===== src/rtl/pipelined_cla_adder.sv =====
// Pipelined carry-lookahead add/subtract unit: STAGES registered slices with GROUP-bit lookahead blocks per slice.
// Define ADDER_SAT_EN to add the sat port and signed-saturation clamping in the final stage.

module pipelined_cla_adder #(
    parameter int WIDTH  = 32,
    parameter int GROUP  = 4,
    parameter int STAGES = 2
) (
    input  logic             clk,
    input  logic             reset_n,
    input  logic             in_valid,
    output logic             in_ready,
    input  logic [WIDTH-1:0] a,
    input  logic [WIDTH-1:0] b,
    input  logic             cin,
    input  logic             sub,
`ifdef ADDER_SAT_EN
    input  logic             sat,
`endif
    output logic             out_valid,
    input  logic             out_ready,
    output logic [WIDTH-1:0] sum,
    output logic             cout,
    output logic             ovf,
    output logic             zero,
    output logic             neg
);

    localparam int SW   = WIDTH / STAGES;
    localparam int NG   = SW / GROUP;
    localparam int LAST = STAGES - 1;

    typedef struct packed {
        logic [SW-1:0] s;
        logic          co;
        logic          c_top;
    } slice_res_t;

    // Full lookahead inside each GROUP-bit block; the block carry ripples into the next block.
    function automatic slice_res_t cla_slice(input logic [SW-1:0] x, input logic [SW-1:0] y, input logic ci);
        logic [SW-1:0] p;
        logic [SW-1:0] g;
        logic [SW:0]   c;
        logic          gen_any;
        logic          prop_all;
        logic          term;
        slice_res_t    r;
        p    = x ^ y;
        g    = x & y;
        c    = '0;
        c[0] = ci;
        for (int grp = 0; grp < NG; grp++) begin
            for (int i = grp * GROUP; i < (grp + 1) * GROUP; i++) begin
                gen_any  = 1'b0;
                prop_all = c[grp * GROUP];
                for (int j = grp * GROUP; j <= i; j++) begin
                    term = g[j];
                    for (int m = j + 1; m <= i; m++) begin
                        term = term & p[m];
                    end
                    gen_any  = gen_any | term;
                    prop_all = prop_all & p[j];
                end
                c[i + 1] = gen_any | prop_all;
            end
        end
        r.s     = p ^ c[SW-1:0];
        r.co    = c[SW];
        r.c_top = c[SW-1];
        return r;
    endfunction

    logic [STAGES-1:0] valid_q;
    logic [STAGES-1:0] valid_d;
    logic [STAGES-1:0] carry_q;
    logic [STAGES-1:0] carry_d;
    logic [WIDTH-1:0]  sum_q [STAGES];
    logic [WIDTH-1:0]  sum_d [STAGES];
    logic [WIDTH-1:0]  opa_q [STAGES];
    logic [WIDTH-1:0]  opa_d [STAGES];
    logic [WIDTH-1:0]  opb_q [STAGES];
    logic [WIDTH-1:0]  opb_d [STAGES];
    logic              sat_q [STAGES];
    logic              sat_d [STAGES];
    logic              ovf_q;
    logic              ovf_d;
    logic              zero_q;
    logic              zero_d;
    logic              neg_q;
    logic              neg_d;

    logic [STAGES-1:0] take_s;
    logic [STAGES-1:0] feed_v_s;
    logic [STAGES-1:0] feed_c_s;
    logic [WIDTH-1:0]  feed_a_s [STAGES];
    logic [WIDTH-1:0]  feed_b_s [STAGES];
    logic [WIDTH-1:0]  feed_sum_s [STAGES];
    logic              feed_sat_s [STAGES];
    logic              sat_in_s;
    slice_res_t        res_s;
    logic [WIDTH-1:0]  nsum_s;
    logic              wrap_ovf_s;

`ifdef ADDER_SAT_EN
    assign sat_in_s = sat;
`else
    assign sat_in_s = 1'b0;
`endif

    // Stage k loads when it is empty or every stage downstream of it is moving.
    always_comb begin
        take_s       = '0;
        take_s[LAST] = ~valid_q[LAST] | out_ready;
        for (int k = LAST - 1; k >= 0; k--) begin
            take_s[k] = ~valid_q[k] | take_s[k + 1];
        end
    end

    // Stage inputs: the raw (b-inverted on subtract) operands for slice 0, the previous stage otherwise.
    always_comb begin
        feed_v_s   = '0;
        feed_c_s   = '0;
        feed_a_s   = '{default: '0};
        feed_b_s   = '{default: '0};
        feed_sum_s = '{default: '0};
        feed_sat_s = '{default: 1'b0};
        feed_v_s[0]   = in_valid;
        feed_a_s[0]   = a;
        feed_b_s[0]   = sub ? ~b : b;
        feed_c_s[0]   = sub ? ~cin : cin;
        feed_sat_s[0] = sat_in_s;
        for (int k = 1; k < STAGES; k++) begin
            feed_v_s[k]   = valid_q[k - 1];
            feed_a_s[k]   = opa_q[k - 1];
            feed_b_s[k]   = opb_q[k - 1];
            feed_c_s[k]   = carry_q[k - 1];
            feed_sat_s[k] = sat_q[k - 1];
            feed_sum_s[k] = sum_q[k - 1];
        end
    end

    // Per-stage slice add; the final stage also derives the flags and applies optional clamping.
    always_comb begin
        valid_d    = valid_q;
        carry_d    = carry_q;
        sum_d      = sum_q;
        opa_d      = opa_q;
        opb_d      = opb_q;
        sat_d      = sat_q;
        ovf_d      = ovf_q;
        zero_d     = zero_q;
        neg_d      = neg_q;
        res_s      = '0;
        nsum_s     = '0;
        wrap_ovf_s = 1'b0;
        for (int k = 0; k < STAGES; k++) begin
            res_s  = cla_slice(feed_a_s[k][k*SW +: SW], feed_b_s[k][k*SW +: SW], feed_c_s[k]);
            nsum_s = feed_sum_s[k];
            nsum_s[k*SW +: SW] = res_s.s;
            if (take_s[k]) begin
                valid_d[k] = feed_v_s[k];
                if (feed_v_s[k]) begin
                    opa_d[k]   = feed_a_s[k];
                    opb_d[k]   = feed_b_s[k];
                    carry_d[k] = res_s.co;
                    sat_d[k]   = feed_sat_s[k];
                    if (k == LAST) begin
                        wrap_ovf_s = res_s.c_top ^ res_s.co;
                        if (feed_sat_s[k] && wrap_ovf_s) begin
                            // A wrapped negative sum means positive overflow, and vice versa.
                            nsum_s = nsum_s[WIDTH-1] ? {1'b0, {(WIDTH-1){1'b1}}} : {1'b1, {(WIDTH-1){1'b0}}};
                        end else begin
                            nsum_s = nsum_s;
                        end
                        ovf_d  = wrap_ovf_s;
                        zero_d = (nsum_s == {WIDTH{1'b0}});
                        neg_d  = nsum_s[WIDTH-1];
                    end else begin
                        wrap_ovf_s = 1'b0;
                    end
                    sum_d[k] = nsum_s;
                end else begin
                    sum_d[k] = sum_q[k];
                end
            end else begin
                valid_d[k] = valid_q[k];
            end
        end
    end

    // Pipeline state; reset drops every in-flight beat and clears the visible result.
    always_ff @(posedge clk or negedge reset_n) begin
        if (!reset_n) begin
            valid_q <= '0;
            carry_q <= '0;
            sum_q   <= '{default: '0};
            opa_q   <= '{default: '0};
            opb_q   <= '{default: '0};
            sat_q   <= '{default: 1'b0};
            ovf_q   <= 1'b0;
            zero_q  <= 1'b0;
            neg_q   <= 1'b0;
        end else begin
            valid_q <= valid_d;
            carry_q <= carry_d;
            sum_q   <= sum_d;
            opa_q   <= opa_d;
            opb_q   <= opb_d;
            sat_q   <= sat_d;
            ovf_q   <= ovf_d;
            zero_q  <= zero_d;
            neg_q   <= neg_d;
        end
    end

    assign in_ready  = take_s[0];
    assign out_valid = valid_q[LAST];
    assign sum       = sum_q[LAST];
    assign cout      = carry_q[LAST];
    assign ovf       = ovf_q;
    assign zero      = zero_q;
    assign neg       = neg_q;

endmodule


===== config.mk =====
export PLATFORM = sky130hd
export DESIGN_NAME = pipelined_cla_adder
export DESIGN_NICKNAME = d
export VERILOG_FILES = /design/src/rtl/pipelined_cla_adder.sv
export SDC_FILE = /design/constraint.sdc
export NUM_CORES = 1
export LEC_CHECK = 0
export ABC_CLOCK_PERIOD_IN_PS = 11400
export CAP_MARGIN = 40
export CORE_MARGIN = 2
export CORE_UTILIZATION = 40
export DETAILED_ROUTE_END_ITERATION = 16
export GPL_TIMING_DRIVEN = 0
export HOLD_SLACK_MARGIN = 0.15
export PLACE_DENSITY_LB_ADDON = 0.2
export RECOVER_POWER = 25
export SLEW_MARGIN = 15
export SYNTH_ARGS = -nofsm -noshare
export SYNTH_HDL_FRONTEND = slang
export SYNTH_SLANG_ARGS = --single-unit

===== constraint.sdc =====
create_clock -name clk -period 11.4 [get_ports clk]
set_input_delay 1.71 -clock clk [delete_from_list [all_inputs] [get_ports clk]]
set_output_delay 1.71 -clock clk [all_outputs]
set_load 0.02 [all_outputs]

Word-level counts from Yosys, hierarchy flattened
Index checks and enable logic that the tools add are counted.
{ "totals": {"output_inout_bits": 38, "word_cells": 191, "inputBits": 70, "ff_bits": 119} }
{ "classes": {"reduce_logical": 3, "n_bitwise": 173, "n_mux": 4} }
{ "op_table": {"columns": ["cell", "count"], "rows": [
  ["$mux W32", 3],
  ["$or A1 B1 Y1", 82],
  ["$and A1 B1 Y1", 80],
  ["$xor A16 B16 Y16", 4],
  ["$and A16 B16 Y16", 2],
  ["$logic_not A32 Y1", 1],
  ["$not A32 Y32", 1],
  ["$reduce_and A2 Y1", 2],
  ["$not A1 Y1", 3],
  ["$mux W1", 1],
  ["$xor A1 B1 Y1", 1]
]} }

Logic depth before layout (Yosys ltp)
Gate-level depths: netlist of run 1.
{ "depth": {"depth_word": 26, "mapped_depth": 25, "mapped_depth_nobuf": 23} }

Worst setup path after synthesis of run 1
Ideal clock, no wire load.
{ "synth_timing": {"path_kind": "input port to flip-flop", "from": "input sub", "to": "register carry_q[0]", "path_buffers": 2, "stages": 25, "required_ns": 11.269, "setup_ns": 0.131, "arrival_time_ns": 5.989, "setup_slack_ns": 5.280, "cell_sequence": "clkbuf_1 buf_2 xor2_1 ha_1 ha_1 o21a_1 o21ai_0 nand2b_1 a21o_1 ha_1 o21a_1 o21ai_0 nand2b_1 a21o_1 ha_1 o21a_1 o21ai_0 nand2b_1 a21o_1 ha_1 o21ai_0 nand2b_1 a21o_1 a211oi_1 a21oi_1"} }
{ "synth_between": {"elab_chain_cells": 24, "elab_cells_between_ends": 60, "classes_between": "2 x mux; 58 x bitwise"} }
{ "synth_lines": {"columns": ["item", "line", "rtl"], "rows": [
  ["from (decl)", "16", "input logic sub,"],
  ["$mux W32", "129", "feed_b_s[0] = sub ? ~b : b;"],
  ["$and A16 B16 Y16 or $xor A16 B16 Y16 (tied branches)", "49, 48", null],
  ["$and A1 B1 Y1 (3 in series)", "59", "term = term & p[m];"],
  ["$or A1 B1 Y1 (3 in series)", "61", "gen_any = gen_any | term;"],
  ["$or A1 B1 Y1", "64", "c[i + 1] = gen_any | prop_all;"],
  ["$and A1 B1 Y1 (4 in series)", "62", "prop_all = prop_all & p[j];"],
  ["$or A1 B1 Y1", "64", null],
  ["$and A1 B1 Y1 (4 in series)", "62", null],
  ["$or A1 B1 Y1", "64", null],
  ["$and A1 B1 Y1 (4 in series)", "62", null],
  ["$or A1 B1 Y1 *", "64", null],
  ["to (signal assigned)", "205", "carry_q <= carry_d;"],
  ["to (decl)", "75", "logic [STAGES-1:0] carry_q;"]
]} }
Mark *: on every way between the ends. The rest lies on a longest branch, timed or not.
A chain may end at the register's enable or synchronous reset.

Worst setup path in the final report of run 1
Same ends and word-level chain as after synthesis.

==> flow_summary.ini, run 1 <==
[yosys]
ys_warn_count = 0
synth-adder-area-share = 0.141
netlist_instances = 410
synth_flop_cell = dfrtp_1
syn-cell-area_um2 = 4700
synthDistinctLibCells = 35
synth-async-reset-ratio = 1.00
syn_nets = 528
synth_edf_count = 0
synth_xor_area_frac = 0.0970
synth_top_area_cell = dfrtp_1
synth_compound_area_frac = 0.0866
ys_top_cells_by_area = dfrtp_1 (46%), ha_1 (11%), mux2_2 (10%), xor2_1 (5.0%), xnor2_1 (4.7%)
synthMuxAreaShare = 0.105
synth_area_per_cell_um2 = 11.5
ys_ff_latch = 86
synth-simple-area-share = 0.0839
netlist.area_leader.share = 0.458
yosysSeqAreaShare = 0.458
synth_top_family_by_area = adder cells

[detailed_routing]
first_iter_violations = 116
ant_nets = 0
drc = 0
routed_wl_mm = 10.5
viasPerCell = 4.92
dr_total_vias = 3328
drtPass1Iterations = 4
routedWlPerCell_um = 15.6

[placed_design]
hpwlAfterDp_mm = 8.13
dp_slack_ns = 4.55
post_dp_cell_area_um2 = 5960
port_buffers = 106
gp_congestion = 0.772

[worst_hold_path]
holdPathStages = 2
min_from = sum[16]$_DFFE_PN0P_
hold_class = register to register

[critical_path]
worstPathRequired_ns = 11.60
start_kind = primary input
worstSetupPathType = primary input to register
crit_slowest_cell = buf_2
cp.arrival_ns = 6.68
slowest_delay_ns = 0.41
worstReg2RegStart = feed_a_s[16]$_DFFE_PN0P_
path_max_fanout = 10
rr_worst_depth = 19
end_kind = register
worstSetupStartpoint = sub
cp_common_cell = ha_1

[cells_and_area]
fin_area_um2 = 6230
drive_above_1_share = 0.131
final_cell_mix = clkdlybuf4s50_1 (105), dfrtp_1 (86), nand2_1 (47), mux2_2 (43), o21ai_0 (42)
layout_commonest_cell = clkdlybuf4s50_1
diodes = 0
nets = 646
post-route-util = 0.546
syn_to_final_growth_pct = 32.7

[clock_network]
cts_tree = done
clkTransAtPathRegs_ns = 0.06
hold_buffers = 0
post_cts_buffers = 0
clock_sinks = 86
htree_levels = 3
cts_resized = 0
cts_root_buf = clkbuf_16
cts_made_buffers = 9
insertion_delay_ns = 0.34
clockBufferDepth = 2

[global_routing]
grt_start_max_net_pins = 64
grt_usage = 0.180
antenna_found_initial = 0
overflow = 0
grt_pass1_vias = 3613
grt_pass1_wl_mm = 18.0

[pwr]
p_comb_frac = 0.389
p_sw_frac = 0.340
p_int_uw = 810
power.total_mw = 1.23
power.switching_uw = 417
power.leakage_nw = 2.78
seqPwrFrac = 0.371
peakVddDrop_mv = 0.116
powerDensity_nw_per_um2 = 197
clockPowerShare = 0.240

[floorplanning]
die_area_um2 = 12600
die_x_um = 112
die_h_um = 112
initial_core_util = 0.411
core_um2 = 11400
rows = 39
num_io_pins = 108

[job]
max-cap-violations = 1

[timing]
worst_pin_slew_ns = 3.29
rsz0062_at_grt = no
fin_ws_ns = 4.92
setup_tns_ns = 0
fin_crit_sh = 0.569
relSlewSlack = -1.19
drv_slew = 64
setup_violations = 0
fmax_mhz = 154
hold_viol = 0
fin_worst_skew_ns = 0.00873
fin_crit_ns = 6.48

[run_status]
status = finished with violations
violations = max-capacitance violations, max-slew violations
-- worst max-delay path: cells and delay by family --
| kind | cells | cell delay [ns] |
|---|---|---|
| buffers and inverters | 2 | 0.72 |
| AND/OR/NAND/NOR | 4 | 0.49 |
| AO/OA/AOI/OAI | 13 | 2.50 |
| XOR/XNOR | 1 | 0.25 |
| adder cells (fa/ha/maj) | 5 | 0.99 |
-- synthesized netlist by cell type, types with 5 or more instances --
master	instances
clkbuf_1	9
nor2_1	6
inv_1	16
fa_1	8
o21a_1	6
o21ai_0	42
nand2b_1	7
a21o_1	7
a21oi_1	5
xnor2_1	25
dfrtp_1	86
nand2_1	47
xor2_1	27
ha_1	40
mux2_2	43
-- per-stage QoR --
step                cells  hold WS (ns)
floorplan             410         0.454
global placement      659         0.468
detailed placement    660         0.476
finish                676         0.481
global route          676         0.511
CTS                   676         0.490
-- final cells by class --
| class | count | area, µm² |
|---|---|---|
| Clock buffer | 9 | 225 |
| Buffer | 17 | 72.6 |
| Inverter | 16 | 60.1 |
| Tap cell | 143 | 179 |
| Multi-Input combinational cell | 291 | 2410 |
| Timing Repair Buffer | 107 | 1060 |
| Fill cell | 1029 | 5190 |
| Sequential cell | 86 | 2150 |
| Clock inverter | 7 | 72.6 |
-- flip-flops by register name, summed over array words and instances (netlist names), 2 cells and up --
signal / cells
sum: 31
feed_b_s: 16
carry_q: 2
feed_sum_s: 16
feed_a_s: 16
valid_q: 2
-- power groups by stage --
stage	registers [mW]	logic [mW]	clock network, mW
finish	0.455	0.478	0.295
global route	0.468	0.526	0.314
CTS	0.457	0.487	0.299
detailed placement	0.462	0.485	0
global placement	0.459	0.474	0
floorplan	0.511	0.217	0
-- path summary, 6_finish.rpt --
kind	end	slack (ns)
max	carry_q[0]$_DFFE_PN0P_	4.92
min	sum[16]$_DFFE_PN0P_	0.48
max reg2reg	zero$_DFFE_PN0P_	6.80
min reg2reg	sum[16]$_DFFE_PN0P_	0.48
max in group asynchronous	feed_b_s[17]$_DFFE_PN0P_	6.06
min in group asynchronous	feed_a_s[29]$_DFFE_PN0P_	1.63
-- layer usage --
metal / wire length, µm / GRT usage
met5: 0 / 0
met1: 4750 / 0.236
met2: 5090 / 0.302
met4: 109 / 0.0537
met3: 571 / 0.0405
-- kinds of logic (layout without fill, tap and decap cells) --
family | after synthesis | count (layout)
AO/OA/AOI/OAI | 69 | 69
XOR/XNOR | 52 | 52
adder cells (fa/ha/maj) | 48 | 48
buffers and inverters | 33 | 156
flip-flops | 86 | 86
multiplexers | 44 | 44
AND/OR/NAND/NOR | 78 | 78
Power figures use the tool's default switching activity.
==> run 2, diff against run 1 <==
Settings changed: ABC_CLOCK_PERIOD_IN_PS 11400 to 6000.
Clock period 11.4 ns to 6 ns, I/O delays scaled along.
==> flow_summary.ini, run 2 (same netlist as run 1, synthesis figures left out) <==
[floorplanning]
rows = 39
num_io_pins = 108
die_x_um = 112
core_um2 = 11400
die_h_um = 112
die_area_um2 = 12600
initial_core_util = 0.411

[critical_path]
timing.rr.end = zero$_DFFE_PN0P_
path_max_fanout = 10
r2r_setup_slack_ns = 1.40
end_kind = register
cp.arrival_ns = 5.58
start_kind = primary input
rr_worst_depth = 19
worstReg2RegStart = feed_a_s[16]$_DFFE_PN0P_
worstPathRequired_ns = 6.19
worstSetupPathType = primary input to register

[worst_hold_path]
holdPathStages = 2
min_from = sum[16]$_DFFE_PN0P_
hold_path_end = sum[16]$_DFFE_PN0P_
hold_class = register to register

[timing]
rsz0062_at_grt = no
relSlewSlack = -1.21
fin_worst_skew_ns = 0.00923
drv_slew = 64
hold_viol = 0
fin_crit_sh = 0.898
setup_tns_ns = 0
whs_ns = 0.481
worst_pin_slew_ns = 3.32
fmax_mhz = 186
fin_crit_ns = 5.39
setup_violations = 0

[cells_and_area]
syn_to_final_growth_pct = 32.8
fin_area_um2 = 6230
regArea_um2 = 2150
drive_above_1_share = 0.133
nets = 646
multi_input_area_um2 = 2410
final_cell_mix = clkdlybuf4s50_1 (105), dfrtp_1 (86), nand2_1 (47), mux2_2 (43), o21ai_0 (42)
layout_commonest_cell = clkdlybuf4s50_1
stdcell_count = 676
fillCellCount = 1029
largest_reg_flops = 31
diodes = 0

[global_routing]
grt_pass1_vias = 3613
grt_start_max_net_pins = 64
grt_pass1_wl_mm = 18.0
antenna_found_initial = 0
grt_usage = 0.180
overflow = 0

[detailed_routing]
ant_nets = 0
routedWlPerCell_um = 15.6
dr_total_vias = 3327
drtPass1Iterations = 4
routed_wl_mm = 10.5
drc = 0
viasPerCell = 4.92
first_iter_violations = 111

[pwr]
power.total_mw = 2.33
powerDensity_nw_per_um2 = 374
peakVddDrop_mv = 0.219
power.leakage_nw = 2.78

[clock_network]
cts_root_buf = clkbuf_16
htree_levels = 3
insertion_delay_ns = 0.34
cts_made_buffers = 9
clockBufferDepth = 2
clock_sinks = 86
cts_tree = done
clkTransAtPathRegs_ns = 0.06

[placed_design]
hpwlAfterDp_mm = 8.13
port_buffers = 106
dp.cells = 660
gp_congestion = 0.772
post_dp_cell_area_um2 = 5960

[run_status]
violations = max-capacitance violations, max-slew violations
status = finished with violations

[job]
max-cap-violations = 1
-- run 2: through the flow --
| stage | worst slack (ns) | utilization |
|---|---|---|
| 6_report | 0.611 | 0.546 |
| 5_1_grt | 0.0564 | 0.546 |
| 4_1_cts | 0.289 | 0.548 |
| 3_5_place_dp | -0.0436 | 0.522 |
| 3_3_place_gp | 0.0857 | 0.520 |
| 2_1_floorplan | 0.690 | - |
-- run 2: power breakdown --
part	total [mW]	switching [mW]	leakage [nW]	internal [mW]
Sequential	0.866	0.118	1.03	0.747
Clock	0.559	0.235	0.142	0.324
Combinational	0.907	0.440	1.61	0.468
-- run 2: area by class of cell --
class | count | share of cell area
Buffer | 17 | 0.0122
Clock buffer | 9 | 0.0361
Clock inverter | 7 | 0.0116
Inverter | 16 | 0.00963
Multi-Input combinational cell | 291 | 0.387
Sequential cell | 86 | 0.345
Tap cell | 143 | 0.0287
Timing Repair Buffer | 107 | 0.170
-- run 2: timing repair --
action	CTS	global route
resized for setup	0	4
hold buffers	0	0
buffers inserted	0	0
endpoints found under the setup margin	0	2
-- run 2: how the worst max path moves through the flow --
stage | start | endpoint
floorplan | sub | carry_q[0]$_DFFE_PN0P_
global placement | sub | carry_q[0]$_DFFE_PN0P_
global route | sub | carry_q[0]$_DFFE_PN0P_
finish | sub | carry_q[0]$_DFFE_PN0P_
CTS | sub | carry_q[0]$_DFFE_PN0P_
detailed placement | sub | carry_q[0]$_DFFE_PN0P_
-- run 2: layer usage --
metal	global-route usage	wire length, µm	up-vias
li1	-	-	1637
met1	0.236	4780	1605
met2	0.302	5090	79
met4	0.0537	79	0
met3	0.0405	567	6
met5	0	0	-
-- run 2: critical path: stages --
cell and delay [ns]:
clkbuf_2 0.19, buf_4 0.27, xor2_1 0.23, ha_1 0.27, ha_1 0.19, o21a_1 0.18, o21ai_0 0.24, nand2b_1 0.14
a21o_1 0.22, ha_1 0.19, o21a_1 0.19, o21ai_0 0.20, nand2b_1 0.12, a21o_1 0.21, ha_1 0.17, o21a_1 0.17
o21ai_0 0.20, nand2b_1 0.13, a21o_1 0.21, ha_1 0.17, o21ai_0 0.16, nand2b_1 0.10, a21o_1 0.22, a211oi_1 0.23
a21oi_1 0.06
